[config.mk]
export PLATFORM = sky130hd
export DESIGN_NAME = mc_axi_src_mux
export DESIGN_NICKNAME = d
export VERILOG_FILES = /design/src/rtl/mc_axi_src_mux_pkg.sv /design/src/rtl/mc_rr_arb.sv /design/src/rtl/mc_axi_src_mux.sv
export SDC_FILE = /design/constraint.sdc
export NUM_CORES = 1
export LEC_CHECK = 0
export CORE_AREA = 5 5 245 247
export DETAILED_ROUTE_END_ITERATION = 12
export DIE_AREA = 0 0 250 252
export PLACE_DENSITY = 0.37
export SLEW_MARGIN = 25
export SYNTH_ARGS = -nofsm -noshare
export SYNTH_HDL_FRONTEND = slang
export SYNTH_SLANG_ARGS = --single-unit
[constraint.sdc]
create_clock -name clk -period 2.3 [get_ports clk]
set_input_delay 0.23 -clock clk [delete_from_list [all_inputs] [get_ports clk]]
set_output_delay 0.23 -clock clk [all_outputs]
set_load 0.03 [all_outputs]
[src/rtl/mc_axi_src_mux_pkg.sv]
// Shared AXI4 channel types for the memory-controller source mux, plus the
// widened-ID variants used on the merged memory-controller side.
package mc_axi_src_mux_pkg;

  localparam int unsigned MC_AXI_ADDR_BW        = 32;
  localparam int unsigned MC_AXI_DATA_BW        = 32;
  localparam int unsigned MC_AXI_STRB_BW        = MC_AXI_DATA_BW / 8;
  localparam int unsigned MC_AXI_AW_ID_BW       = 8;
  localparam int unsigned MC_AXI_AR_ID_BW       = 8;
  localparam int unsigned MC_AXI_SRC_IDX_BW_MAX = 3;
  localparam int unsigned MC_AXI_MUX_AW_ID_BW   = MC_AXI_AW_ID_BW + MC_AXI_SRC_IDX_BW_MAX;
  localparam int unsigned MC_AXI_MUX_AR_ID_BW   = MC_AXI_AR_ID_BW + MC_AXI_SRC_IDX_BW_MAX;

  function automatic int unsigned log2ceil(input int unsigned n);
    int unsigned r;
    r = 0;
    while ((32'd1 << r) < n) r = r + 1;
    return r;
  endfunction

  typedef struct packed {
    logic                         awvalid;
    logic [MC_AXI_AW_ID_BW-1:0]   awid;
    logic [MC_AXI_ADDR_BW-1:0]    awaddr;
    logic [7:0]                   awlen;
    logic [2:0]                   awsize;
    logic [1:0]                   awburst;
    logic                         wvalid;
    logic [MC_AXI_DATA_BW-1:0]    wdata;
    logic [MC_AXI_STRB_BW-1:0]    wstrb;
    logic                         wlast;
    logic                         bready;
    logic                         arvalid;
    logic [MC_AXI_AR_ID_BW-1:0]   arid;
    logic [MC_AXI_ADDR_BW-1:0]    araddr;
    logic [7:0]                   arlen;
    logic [2:0]                   arsize;
    logic [1:0]                   arburst;
    logic                         rready;
  } t_to_mc_axi4;

  typedef struct packed {
    logic                         awready;
    logic                         wready;
    logic                         bvalid;
    logic [MC_AXI_AW_ID_BW-1:0]   bid;
    logic [1:0]                   bresp;
    logic                         arready;
    logic                         rvalid;
    logic [MC_AXI_AR_ID_BW-1:0]   rid;
    logic [MC_AXI_DATA_BW-1:0]    rdata;
    logic [1:0]                   rresp;
    logic                         rlast;
  } t_from_mc_axi4;

  typedef struct packed {
    logic                           awvalid;
    logic [MC_AXI_MUX_AW_ID_BW-1:0] awid;
    logic [MC_AXI_ADDR_BW-1:0]      awaddr;
    logic [7:0]                     awlen;
    logic [2:0]                     awsize;
    logic [1:0]                     awburst;
    logic                           wvalid;
    logic [MC_AXI_DATA_BW-1:0]      wdata;
    logic [MC_AXI_STRB_BW-1:0]      wstrb;
    logic                           wlast;
    logic                           bready;
    logic                           arvalid;
    logic [MC_AXI_MUX_AR_ID_BW-1:0] arid;
    logic [MC_AXI_ADDR_BW-1:0]      araddr;
    logic [7:0]                     arlen;
    logic [2:0]                     arsize;
    logic [1:0]                     arburst;
    logic                           rready;
  } t_to_mc_axi4_mux;

  typedef struct packed {
    logic                           awready;
    logic                           wready;
    logic                           bvalid;
    logic [MC_AXI_MUX_AW_ID_BW-1:0] bid;
    logic [1:0]                     bresp;
    logic                           arready;
    logic                           rvalid;
    logic [MC_AXI_MUX_AR_ID_BW-1:0] rid;
    logic [MC_AXI_DATA_BW-1:0]      rdata;
    logic [1:0]                     rresp;
    logic                           rlast;
  } t_from_mc_axi4_mux;

endpackage

[src/rtl/mc_rr_arb.sv]
// Round-robin arbiter with a grant lock: while hold is high the current grant
// is kept; the pointer moves past the winner only when a grant is released.
module mc_rr_arb
  import mc_axi_src_mux_pkg::*;
#(
  parameter int unsigned NUM_REQ = 2
) (
  input  logic               clk,
  input  logic               reset_n,
  input  logic [NUM_REQ-1:0] req,
  input  logic               hold,
  output logic [NUM_REQ-1:0] gnt
);

  localparam int unsigned PTR_BW = log2ceil(NUM_REQ);

  logic [PTR_BW-1:0]  ptr_q, ptr_d;
  logic               lock_q;
  logic [NUM_REQ-1:0] gnt_q;
  logic [NUM_REQ-1:0] rr_gnt;

  always_comb begin
    logic [PTR_BW-1:0] idx;
    idx    = '0;
    rr_gnt = '0;
    for (int unsigned k = 0; k < NUM_REQ; k++) begin
      idx = PTR_BW'((32'(ptr_q) + k) % NUM_REQ);
      if (rr_gnt == '0 && req[idx]) rr_gnt[idx] = 1'b1;
    end
  end

  // A lock only survives while the locked requester is still asking.
  assign gnt = (lock_q && |(gnt_q & req)) ? gnt_q : rr_gnt;

  always_comb begin
    ptr_d = ptr_q;
    if (|gnt && !hold) begin
      for (int unsigned k = 0; k < NUM_REQ; k++) begin
        if (gnt[k]) ptr_d = PTR_BW'((k + 1) % NUM_REQ);
      end
    end
  end

  always_ff @(posedge clk or negedge reset_n) begin
    if (!reset_n) begin
      ptr_q  <= '0;
      lock_q <= 1'b0;
      gnt_q  <= '0;
    end else begin
      ptr_q  <= ptr_d;
      lock_q <= hold & |gnt;
      gnt_q  <= gnt;
    end
  end

endmodule

[src/rtl/mc_axi_src_mux.sv]
// Merges NUM_SRC AXI4 requestors onto one memory-controller port: AR/AW are
// round-robin arbitrated, W follows AW order via a small index FIFO, B/R route by ID.
module mc_axi_src_mux
  import mc_axi_src_mux_pkg::*;
#(
  parameter int unsigned NUM_SRC  = 2,
  parameter int unsigned WQ_DEPTH = 4,
  parameter int unsigned SRC_BW   = log2ceil(NUM_SRC)
) (
  input  logic                              clk,
  input  logic                              reset_n,
  input  t_to_mc_axi4       [NUM_SRC-1:0]   src_to_mc,
  output t_from_mc_axi4     [NUM_SRC-1:0]   src_from_mc,
  output t_to_mc_axi4_mux                   to_mc,
  input  t_from_mc_axi4_mux                 from_mc,
  output logic                              err_bad_id
);

  localparam int unsigned WQ_PTR_BW = log2ceil(WQ_DEPTH);

  logic                 run_q;
  logic [NUM_SRC-1:0]   ar_req, aw_req, ar_gnt, aw_gnt;
  logic                 ar_hold, aw_hold, aw_hs, w_hs;
  logic                 wq_push, wq_pop, wq_full, wq_empty;
  logic [SRC_BW-1:0]    wq_mem_q [WQ_DEPTH];
  logic [WQ_PTR_BW-1:0] wq_wr_q, wq_rd_q;
  logic [WQ_PTR_BW:0]   wq_cnt_q;
  logic [SRC_BW-1:0]    aw_idx, wq_head, b_idx, r_idx;
  logic                 b_bad, r_bad, err_q;
  logic                 unused_id;

  // run_q keeps every valid/ready low until the first edge after reset release.
  always_comb begin
    ar_req = '0;
    aw_req = '0;
    aw_idx = '0;
    for (int unsigned i = 0; i < NUM_SRC; i++) begin
      ar_req[i] = run_q & src_to_mc[i].arvalid;
      aw_req[i] = run_q & src_to_mc[i].awvalid;
      if (aw_gnt[i]) aw_idx = SRC_BW'(i);
    end
  end

  mc_rr_arb #(.NUM_REQ(NUM_SRC)) u_ar_arb (
    .clk     (clk),
    .reset_n (reset_n),
    .req     (ar_req),
    .hold    (ar_hold),
    .gnt     (ar_gnt)
  );

  mc_rr_arb #(.NUM_REQ(NUM_SRC)) u_aw_arb (
    .clk     (clk),
    .reset_n (reset_n),
    .req     (aw_req),
    .hold    (aw_hold),
    .gnt     (aw_gnt)
  );

  assign wq_full  = (wq_cnt_q == (WQ_PTR_BW + 1)'(WQ_DEPTH));
  assign wq_empty = (wq_cnt_q == '0);
  assign wq_head  = wq_mem_q[wq_rd_q];
  assign ar_hold  = |ar_gnt & ~from_mc.arready;
  assign aw_hs    = |aw_gnt & ~wq_full & from_mc.awready;
  assign aw_hold  = |aw_gnt & ~aw_hs;
  assign w_hs     = to_mc.wvalid & from_mc.wready;
  assign wq_push  = aw_hs;
  assign wq_pop   = w_hs & to_mc.wlast;

  assign b_idx     = from_mc.bid[MC_AXI_AW_ID_BW +: SRC_BW];
  assign r_idx     = from_mc.rid[MC_AXI_AR_ID_BW +: SRC_BW];
  assign b_bad     = 32'(b_idx) >= NUM_SRC;
  assign r_bad     = 32'(r_idx) >= NUM_SRC;
  assign unused_id = ^{from_mc.bid, from_mc.rid};
  assign err_bad_id = err_q;

  always_comb begin
    to_mc       = '0;
    src_from_mc = '0;
    for (int unsigned i = 0; i < NUM_SRC; i++) begin
      if (ar_gnt[i]) begin
        to_mc.arvalid                         = 1'b1;
        to_mc.arid[MC_AXI_AR_ID_BW-1:0]       = src_to_mc[i].arid;
        to_mc.arid[MC_AXI_AR_ID_BW +: SRC_BW] = SRC_BW'(i);
        to_mc.araddr                          = src_to_mc[i].araddr;
        to_mc.arlen                           = src_to_mc[i].arlen;
        to_mc.arsize                          = src_to_mc[i].arsize;
        to_mc.arburst                         = src_to_mc[i].arburst;
        src_from_mc[i].arready                = from_mc.arready;
      end
      if (aw_gnt[i]) begin
        to_mc.awvalid                         = ~wq_full;
        to_mc.awid[MC_AXI_AW_ID_BW-1:0]       = src_to_mc[i].awid;
        to_mc.awid[MC_AXI_AW_ID_BW +: SRC_BW] = SRC_BW'(i);
        to_mc.awaddr                          = src_to_mc[i].awaddr;
        to_mc.awlen                           = src_to_mc[i].awlen;
        to_mc.awsize                          = src_to_mc[i].awsize;
        to_mc.awburst                         = src_to_mc[i].awburst;
        src_from_mc[i].awready                = ~wq_full & from_mc.awready;
      end
      if (!wq_empty && wq_head == SRC_BW'(i)) begin
        to_mc.wvalid          = src_to_mc[i].wvalid;
        to_mc.wdata           = src_to_mc[i].wdata;
        to_mc.wstrb           = src_to_mc[i].wstrb;
        to_mc.wlast           = src_to_mc[i].wlast;
        src_from_mc[i].wready = from_mc.wready;
      end
      if (run_q && !b_bad && b_idx == SRC_BW'(i)) begin
        src_from_mc[i].bvalid = from_mc.bvalid;
        src_from_mc[i].bid    = from_mc.bid[MC_AXI_AW_ID_BW-1:0];
        src_from_mc[i].bresp  = from_mc.bresp;
        to_mc.bready          = src_to_mc[i].bready;
      end
      if (run_q && !r_bad && r_idx == SRC_BW'(i)) begin
        src_from_mc[i].rvalid = from_mc.rvalid;
        src_from_mc[i].rid    = from_mc.rid[MC_AXI_AR_ID_BW-1:0];
        src_from_mc[i].rdata  = from_mc.rdata;
        src_from_mc[i].rresp  = from_mc.rresp;
        src_from_mc[i].rlast  = from_mc.rlast;
        to_mc.rready          = src_to_mc[i].rready;
      end
    end
    // Responses for a nonexistent source are sunk so the MC never stalls.
    if (run_q && b_bad) to_mc.bready = 1'b1;
    if (run_q && r_bad) to_mc.rready = 1'b1;
  end

  always_ff @(posedge clk or negedge reset_n) begin
    if (!reset_n) begin
      run_q    <= 1'b0;
      wq_wr_q  <= '0;
      wq_rd_q  <= '0;
      wq_cnt_q <= '0;
      err_q    <= 1'b0;
      for (int unsigned i = 0; i < WQ_DEPTH; i++) wq_mem_q[i] <= '0;
    end else begin
      run_q <= 1'b1;
      if (wq_push) begin
        wq_mem_q[wq_wr_q] <= aw_idx;
        wq_wr_q           <= wq_wr_q + WQ_PTR_BW'(1);
      end
      if (wq_pop) wq_rd_q <= wq_rd_q + WQ_PTR_BW'(1);
      case ({wq_push, wq_pop})
        2'b10:   wq_cnt_q <= wq_cnt_q + (WQ_PTR_BW + 1)'(1);
        2'b01:   wq_cnt_q <= wq_cnt_q - (WQ_PTR_BW + 1)'(1);
        default: wq_cnt_q <= wq_cnt_q;
      endcase
      err_q <= err_q | (run_q & ((from_mc.bvalid & b_bad) | (from_mc.rvalid & r_bad)));
    end
  end

endmodule

==> impl_metrics.yaml, run 1 <==
pwr:
  finalPower_uw: 7400
  ir_drop_mv: 0.364
  p_per_area_nw_per_um2: 629
  leakage_uw: 0.00535
routing:
  drt-pass1-iter-count: 4
  drtAntennaViolNets: 0
  drt-initial-drc-count: 163
  vias: 6256
  wl_um: 31200
  post-route-drc-count: 0
  wire_per_inst_um: 16.7
  drt-vias-per-instance: 3.34
worst_hold_path:
  hold_path.class: "in2async"
logic_synthesis:
  async_flop_share: 1.00
  synth_cell_types: 43
  syn-instance-count: 472
  synth_warnings: 0
  ys_ff_latch: 20
  ys.flop_type: "dfrtp_1"
  synth_edf_count: 0
  syn_area_sq_um: 3700
  ys_seq_area_frac: 0.135
  avgSynthCellArea_sq_um: 7.84
critical_path:
  worst-path-stages: 6
  worstSetupPathType: "reg2out"
  reg2reg_slack_ns: 0.05
  crit_required_ns: 2.07
  reg2reg_depth: 10
  crit_slowest_cell: "dfrtp_2"
  slowest_delay_ns: 0.44
  cp_data_arrival_time_ns: 2.02
  path_buf_inv: 2
  path_cells: "a22o_4 > a311o_2 > o21ai_4 > buf_12 > a22o_1 > buf_6"
  crit_path_max_fanout: 22
  cp-start-kind: "flop"
  cp-end-kind: "output port"
  crit_family: "compound AO/OA/AOI/OAI gates"
die:
  rows: 88
  die_h_um: 252
  io_pins: 633
  placeableCoreArea_sq_um: 57400
  start_util: 0.0645
  die_w_um: 250
  die_area_sq_um: 63000
timing:
  setup_ws_ns: 0.0457
  worst_clock_skew_ns: 0.00157
  max_freq_ghz: 0.444
  period_minus_slack_ns: 2.25
  hold_viol: 0
  rsz0062_at_grt: "yes"
  slew_viol_final: 0
  setup_viol: 0
  finalCritPeriodShare: 0.980
cts:
  cts_tree: "yes"
  cts_sinks: 20
  holdBufCountCts: 0
  clock_path_buffers: 2
  clk_pin_slew_ns: 0.06
  cts_buffers: 3
  cts_root_buf: "clkbuf_16"
  clk_latency_ns: 0.26
  cts_max_level: 1
grt:
  grt_pass1_vias: 6529
  grt.total_usage: 0.0862
  antenna_found_initial: 2
  grt_pass1_wl_um: 42200
  overflow: 0
  grt_max_degree: 46
flow_run:
  maxCapViolCount: 0
placed_design:
  hpwl_um: 26700
  place_congestion: 0.842
  place_ws_ns: -0.109
  dp_cells: 1858
  port_buffers: 623
run_status:
  status: "finished clean"
cells_and_area:
  layout-drive-gt1-share: 0.335
  final_cell_count_no_fill: 1873
  num-nets-final: 1476
  syn_to_final_growth_pct: 217
## logic make-up after synthesis
| logic type | after synthesis | synth area share |
|---|---|---|
| other | 2 | 0.00203 |
| AND/OR/NAND/NOR | 189 | 0.282 |
| adder cells (fa/ha/maj) | 6 | 0.0223 |
| multiplexers | 52 | 0.148 |
| AO/OA/AOI/OAI | 128 | 0.295 |
| XOR/XNOR | 5 | 0.0118 |
| flip-flops | 20 | 0.135 |
| buffers and inverters | 70 | 0.103 |
## worst reg2reg max path: stages (launching register included)
cell     delay (ns)
dfrtp_1        0.37
mux4_2         0.53
buf_4          0.16
a31oi_1        0.19
nor2_1         0.08
ha_2           0.19
buf_4          0.12
buf_4          0.12
xor2_1         0.15
nor2_1         0.13
xor2_1         0.15
## final cells by class
class	instances	area, sq um
clock inverter	1	30.0
tap	765	957
timing repair buffer	683	7070
sequential	20	503
antenna	1	2.50
inverter	14	62.6
clock buffer	3	75.1
fill	6372	45600
multi-input combinational	386	3050
## state kept, by name (all words and copies together) (netlist names)
signal,flops
u_aw_arb.ptr_q,1
u_ar_arb.ptr_q,1
wq_rd_q,2
wq_mem_q,4
u_aw_arb.lock_q,1
u_aw_arb.gnt_q,2
wq_wr_q,2
run_q,1
u_ar_arb.lock_q,1
u_ar_arb.gnt_q,2
wq_cnt_q,3
## per-layer routing
metal | GRT usage | share of wire | vias up
met5 | 0 | 0 | -
met4 | 0.0176 | 0.020 | 0
met3 | 0.0309 | 0.10 | 26
met2 | 0.168 | 0.54 | 391
met1 | 0.0888 | 0.34 | 2847
li1 | - | - | 2992
## path summary, 6_finish.rpt
| path | to | start |
|---|---|---|
| min in group clk | wq_cnt_q[2] | wq_cnt_q[2] |
| min reg2reg | wq_cnt_q[2] | wq_cnt_q[2] |
| max | to_mc[103] | u_aw_arb.gnt_q[1] |
| max reg2reg | wq_cnt_q[2] | wq_rd_q[0] |
| max in group asynchronous | u_aw_arb.gnt_q[1] | reset_n |
| min | u_ar_arb.lock_q | reset_n |
## placed cells by master, fill, tap and decap left out, types with 10 or more instances in the layout
| cell type | netlist | layout |
|---|---|---|
| a22o_4 | 1 | 21 |
| inv_1 | 12 | 12 |
| dfrtp_1 | 20 | 18 |
| buf_12 | 0 | 54 |
| nor2_1 | 44 | 44 |
| a22o_1 | 95 | 75 |
| and3_1 | 57 | 57 |
| mux2i_1 | 47 | 46 |
| buf_6 | 9 | 83 |
| a22o_2 | 11 | 11 |
| clkdlybuf4s50_1 | 0 | 353 |
| dlygate4sd2_1 | 0 | 16 |
| and2_1 | 57 | 57 |
| buf_4 | 9 | 174 |
| nand2_1 | 12 | 10 |
## repair_timing
| action | in CTS | in global routing |
|---|---|---|
| resized for setup | 31 | 109 |
| setup endpoints to repair | 126 | 165 |
| buffers inserted | 3 | 3 |
| cloned | 0 | 4 |
| endpoints found under the hold margin | 0 | 0 |
| pin swaps | 1 | 52 |
## power breakdown
part | switching (uW) | internal [uW] | total (uW)
clock network | 155 | 346 | 501
logic | 3380 | 2930 | 6310
registers | 103 | 477 | 581
## stage by stage
step | setup TNS, ns | area, sq um | util | hold slack (ns)
after global placement | -2.06 | 11000 | 0.192 | 0.520
after global routing | -1.45 | 11700 | 0.205 | 0.363
after detailed placement | -2.36 | 11000 | 0.192 | 0.516
after CTS | -0.0418 | 11200 | 0.195 | 0.352
final | 0 | 11800 | 0.205 | 0.332
after floorplan | 0 | 3720 | - | -0.0656
## Yosys cell counts (11+ instances only)
library cell | instances | area (sq um)
nand2_1 | 12 | 45.0
a22o_1 | 95 | 832
clkbuf_1 | 26 | 97.6
inv_1 | 12 | 45.0
buf_2 | 12 | 60.1
mux2i_1 | 47 | 470
nor2_1 | 44 | 165
a22o_2 | 11 | 110
and3_1 | 57 | 357
and2_1 | 57 | 357
dfrtp_1 | 20 | 500
Power figures use the tool's default switching activity.
==> run 2, diff against run 1 <==
--- a/config.mk
+++ b/config.mk
@@ -6,6 +6,7 @@
 export NUM_CORES = 1
 export LEC_CHECK = 0
 export CORE_AREA = 5 5 245 247
+export CTS_BUF_LIST = sky130_fd_sc_hd__clkbuf_16
 export DETAILED_ROUTE_END_ITERATION = 12
 export DIE_AREA = 0 0 250 252
 export PLACE_DENSITY = 0.37
==> results of run 2 <==
Final layout, timing and power as in run 1 (identical DEF).
==> run 3, diff against run 2 <==
--- a/config.mk
+++ b/config.mk
@@ -5,11 +5,13 @@
 export SDC_FILE = /design/constraint.sdc
 export NUM_CORES = 1
 export LEC_CHECK = 0
-export CORE_AREA = 5 5 245 247
+export ABC_AREA = 1
+export ABC_CLOCK_PERIOD_IN_PS = 2300
+export CORE_AREA = 5 5 243 245
 export CTS_BUF_LIST = sky130_fd_sc_hd__clkbuf_16
 export DETAILED_ROUTE_END_ITERATION = 12
-export DIE_AREA = 0 0 250 252
-export PLACE_DENSITY = 0.37
+export DIE_AREA = 0 0 248 250
+export PLACE_DENSITY = 0.38
 export SLEW_MARGIN = 25
 export SYNTH_ARGS = -nofsm -noshare
 export SYNTH_HDL_FRONTEND = slang
==> run 3 against run 2 <==
  * Clock skew grew 0.0035 ns
  * Sequential cell count is the same
  * Count of clock-buffer cells in the layout is the same
  * Final area grew 5.1%
  * Critical path type unchanged
  * Critical endpoint is now to_mc[28]
  * Largest cell class unchanged
==> impl_metrics.yaml, run 3 <==
logic_synthesis:
  synth_cell_types: 27
  yosys-top-cells-count: "nand2_1 (264), nand3_1 (160), inv_1 (120), nor2_1 (114), o21ai_0 (39)"
  async_flop_share: 1.00
  ys_top_cells_by_area: "nand2_1 (25%), nand3_1 (20%), dfrtp_1 (12%)"
  synth_edf_count: 0
  synth_top_cell_area_share: 0.245
  syn-instance-count: 817
  ys_ff_latch: 20
  syn_area_sq_um: 4040
  ys_seq_area_frac: 0.124
  yosysMostFrequentCell: "nand2_1"
  synth_warnings: 0
  synth_top_cell_by_area: "nand2_1"
  avgSynthCellArea_sq_um: 4.94
  ys.flop_type: "dfrtp_1"
pwr:
  leakage_uw: 0.00607
  ir_drop_mv: 0.627
  p_per_area_nw_per_um2: 657
die:
  start_util: 0.0709
  die_area_sq_um: 62000
  die_w_um: 248
  io_pins: 633
  rows: 88
  die_h_um: 250
  placeableCoreArea_sq_um: 56900
critical_path:
  crit_required_ns: 2.07
  reg2reg_depth: 14
  worst-path-stages: 14
  crit_family: "buffers and inverters"
  crit_path_max_fanout: 15
  critPathLaunch: "run_q"
  slowest_delay_ns: 0.41
  cp_common_cell: "nand2_1"
  path_buf_inv: 6
  worstSetupPathType: "reg2out"
  path_cells: "buf_4 > nand2_2 > inv_1 > nand2_1 > o21ai_2 > nand2_1 > nand2_2 > nand2_4 > inv_8 > buf_12 > buf_12 > nand2_1 > nand2_1 > buf_6"
  cp_data_arrival_time_ns: 1.99
  crit_slowest_cell: "dfrtp_1"
  r2r-start: "wq_rd_q[0]"
  cp-end-kind: "output port"
  cp-start-kind: "flop"
placed_design:
  port_buffers: 623
  hpwl_um: 29300
  place_ws_ns: -0.200
  post_dp_cell_area_sq_um: 11300
  place_congestion: 0.893
grt:
  overflow: 0
  grt_pass1_wl_um: 45800
  grt.total_usage: 0.0959
  grt_use_met3: 0.0252
  antenna_found_initial: 1
  grt_pass1_vias: 7250
  grtUsageMet2: 0.173
  busiest_layer: "met2"
  grt_max_degree: 34
  met1_usage: 0.115
cells_and_area:
  postLayoutCellArea_sq_um: 12300
  regMostFlops: "wq_mem_q"
  reg_top3: "wq_mem_q x4, wq_cnt_q x3"
  layout_commonest_cell: "clkdlybuf4s50_1"
  syn_to_final_growth_pct: 206
  utilization: 0.217
  n_fill_cell: 6436
  layout_common_cells: "clkdlybuf4s50_1 (358), nand2_1 (217), buf_4 (204), nand3_1 (152), inv_1 (118)"
  num-nets-final: 1843
  layout-drive-gt1-share: 0.289
  largest_reg_flops: 4
worst_hold_path:
  hold_path.class: "in2async"
timing:
  setup_ws_ns: 0.0752
  rsz0062_at_grt: "yes"
  period_minus_slack_ns: 2.22
  setup_viol: 0
  worst_clock_skew_ns: 0.00508
  finalCritPeriodShare: 0.967
  hold_viol: 0
  max_freq_ghz: 0.449
  slew_viol_final: 0
cts:
  cts_max_level: 1
  cts_sinks: 20
  cts_root_buf: "clkbuf_16"
  clk_latency_ns: 0.26
  clk_pin_slew_ns: 0.06
  holdBufCountCts: 0
  clock_path_buffers: 2
  cts_buffers: 3
  cts_tree: "yes"
flow_run:
  maxCapViolCount: 0
routing:
  vias: 7573
  post-route-drc-count: 0
  drtAntennaViolNets: 0
  wire_per_inst_um: 15.7
  wl_um: 35300
  drt-initial-drc-count: 340
  drt-vias-per-instance: 3.38
  drt-pass1-iter-count: 4
run_status:
  status: "finished clean"
-- run 3: path summary, 6_finish.rpt --
check | end | slack [ns]
worst min-delay path | wq_rd_q[1] | 0.35
max in group asynchronous | wq_cnt_q[2] | 1.70
min in group clk | u_ar_arb.ptr_q | 0.55
worst max-delay path | to_mc[28] | 0.08
worst min register to register | u_ar_arb.ptr_q | 0.55
worst max register to register | wq_cnt_q[2] | 0.13
-- run 3: cell type report --
| class | count | area (sq um) | area share |
|---|---|---|---|
| Antenna cell | 1 | 2.50 | 0.000203 |
| Clock buffer | 3 | 75.1 | 0.00608 |
| Clock inverter | 1 | 3.75 | 0.000304 |
| Inverter | 123 | 497 | 0.0402 |
| Multi-Input combinational cell | 616 | 2950 | 0.239 |
| Sequential cell | 20 | 500 | 0.0405 |
| Tap cell | 765 | 957 | 0.0775 |
| Timing Repair Buffer | 711 | 7360 | 0.596 |
-- run 3: cells by family (layout without fill, tap and decap cells) --
family / Yosys count / after routing / share of synthesized area
simple gates: 552 / 552 / 0.572
buf+inv: 185 / 838 / 0.209
xor+xnor: 3 / 3 / 0.00651
fa+ha+maj: 6 / 6 / 0.0205
flops: 20 / 20 / 0.124
compound gates: 49 / 49 / 0.0660
other cells: 2 / 7 / 0.00186
-- run 3: report_power, final --
group          switching [uW]  total, uW  internal, uW
Sequential               89.8        565           475
Clock                     150        382           233
Combinational            4140       7160          3020
Total                    4380       8110          3730
-- run 3: timing repair --
item,4_1_cts,5_1_grt
pin swaps,0,22
gates resized for setup,15,176
setup buffers,0,3
endpoints found under the setup margin,69,126
cloned,0,11
-- run 3: layer usage --
metal  up-vias  share of wire
met1      3401           0.41
met5         -              0
met2       321           0.49
met4         0          0.016
met3        34          0.082
li1       3817              -
-- run 3: through the flow --
step / TNS (ns) / hold slack [ns] / total power (uW) / std cells
2_1_floorplan: 0 / -0.0656 / 3950 / 821
3_3_place_gp: -0.376 / 0.541 / 7250 / 2221
3_5_place_dp: -0.778 / 0.549 / 7240 / 2221
4_1_cts: 0 / 0.367 / 7730 / 2225
5_1_grt: -2.68 / 0.392 / 8640 / 2240
6_report: 0 / 0.351 / 8110 / 2240
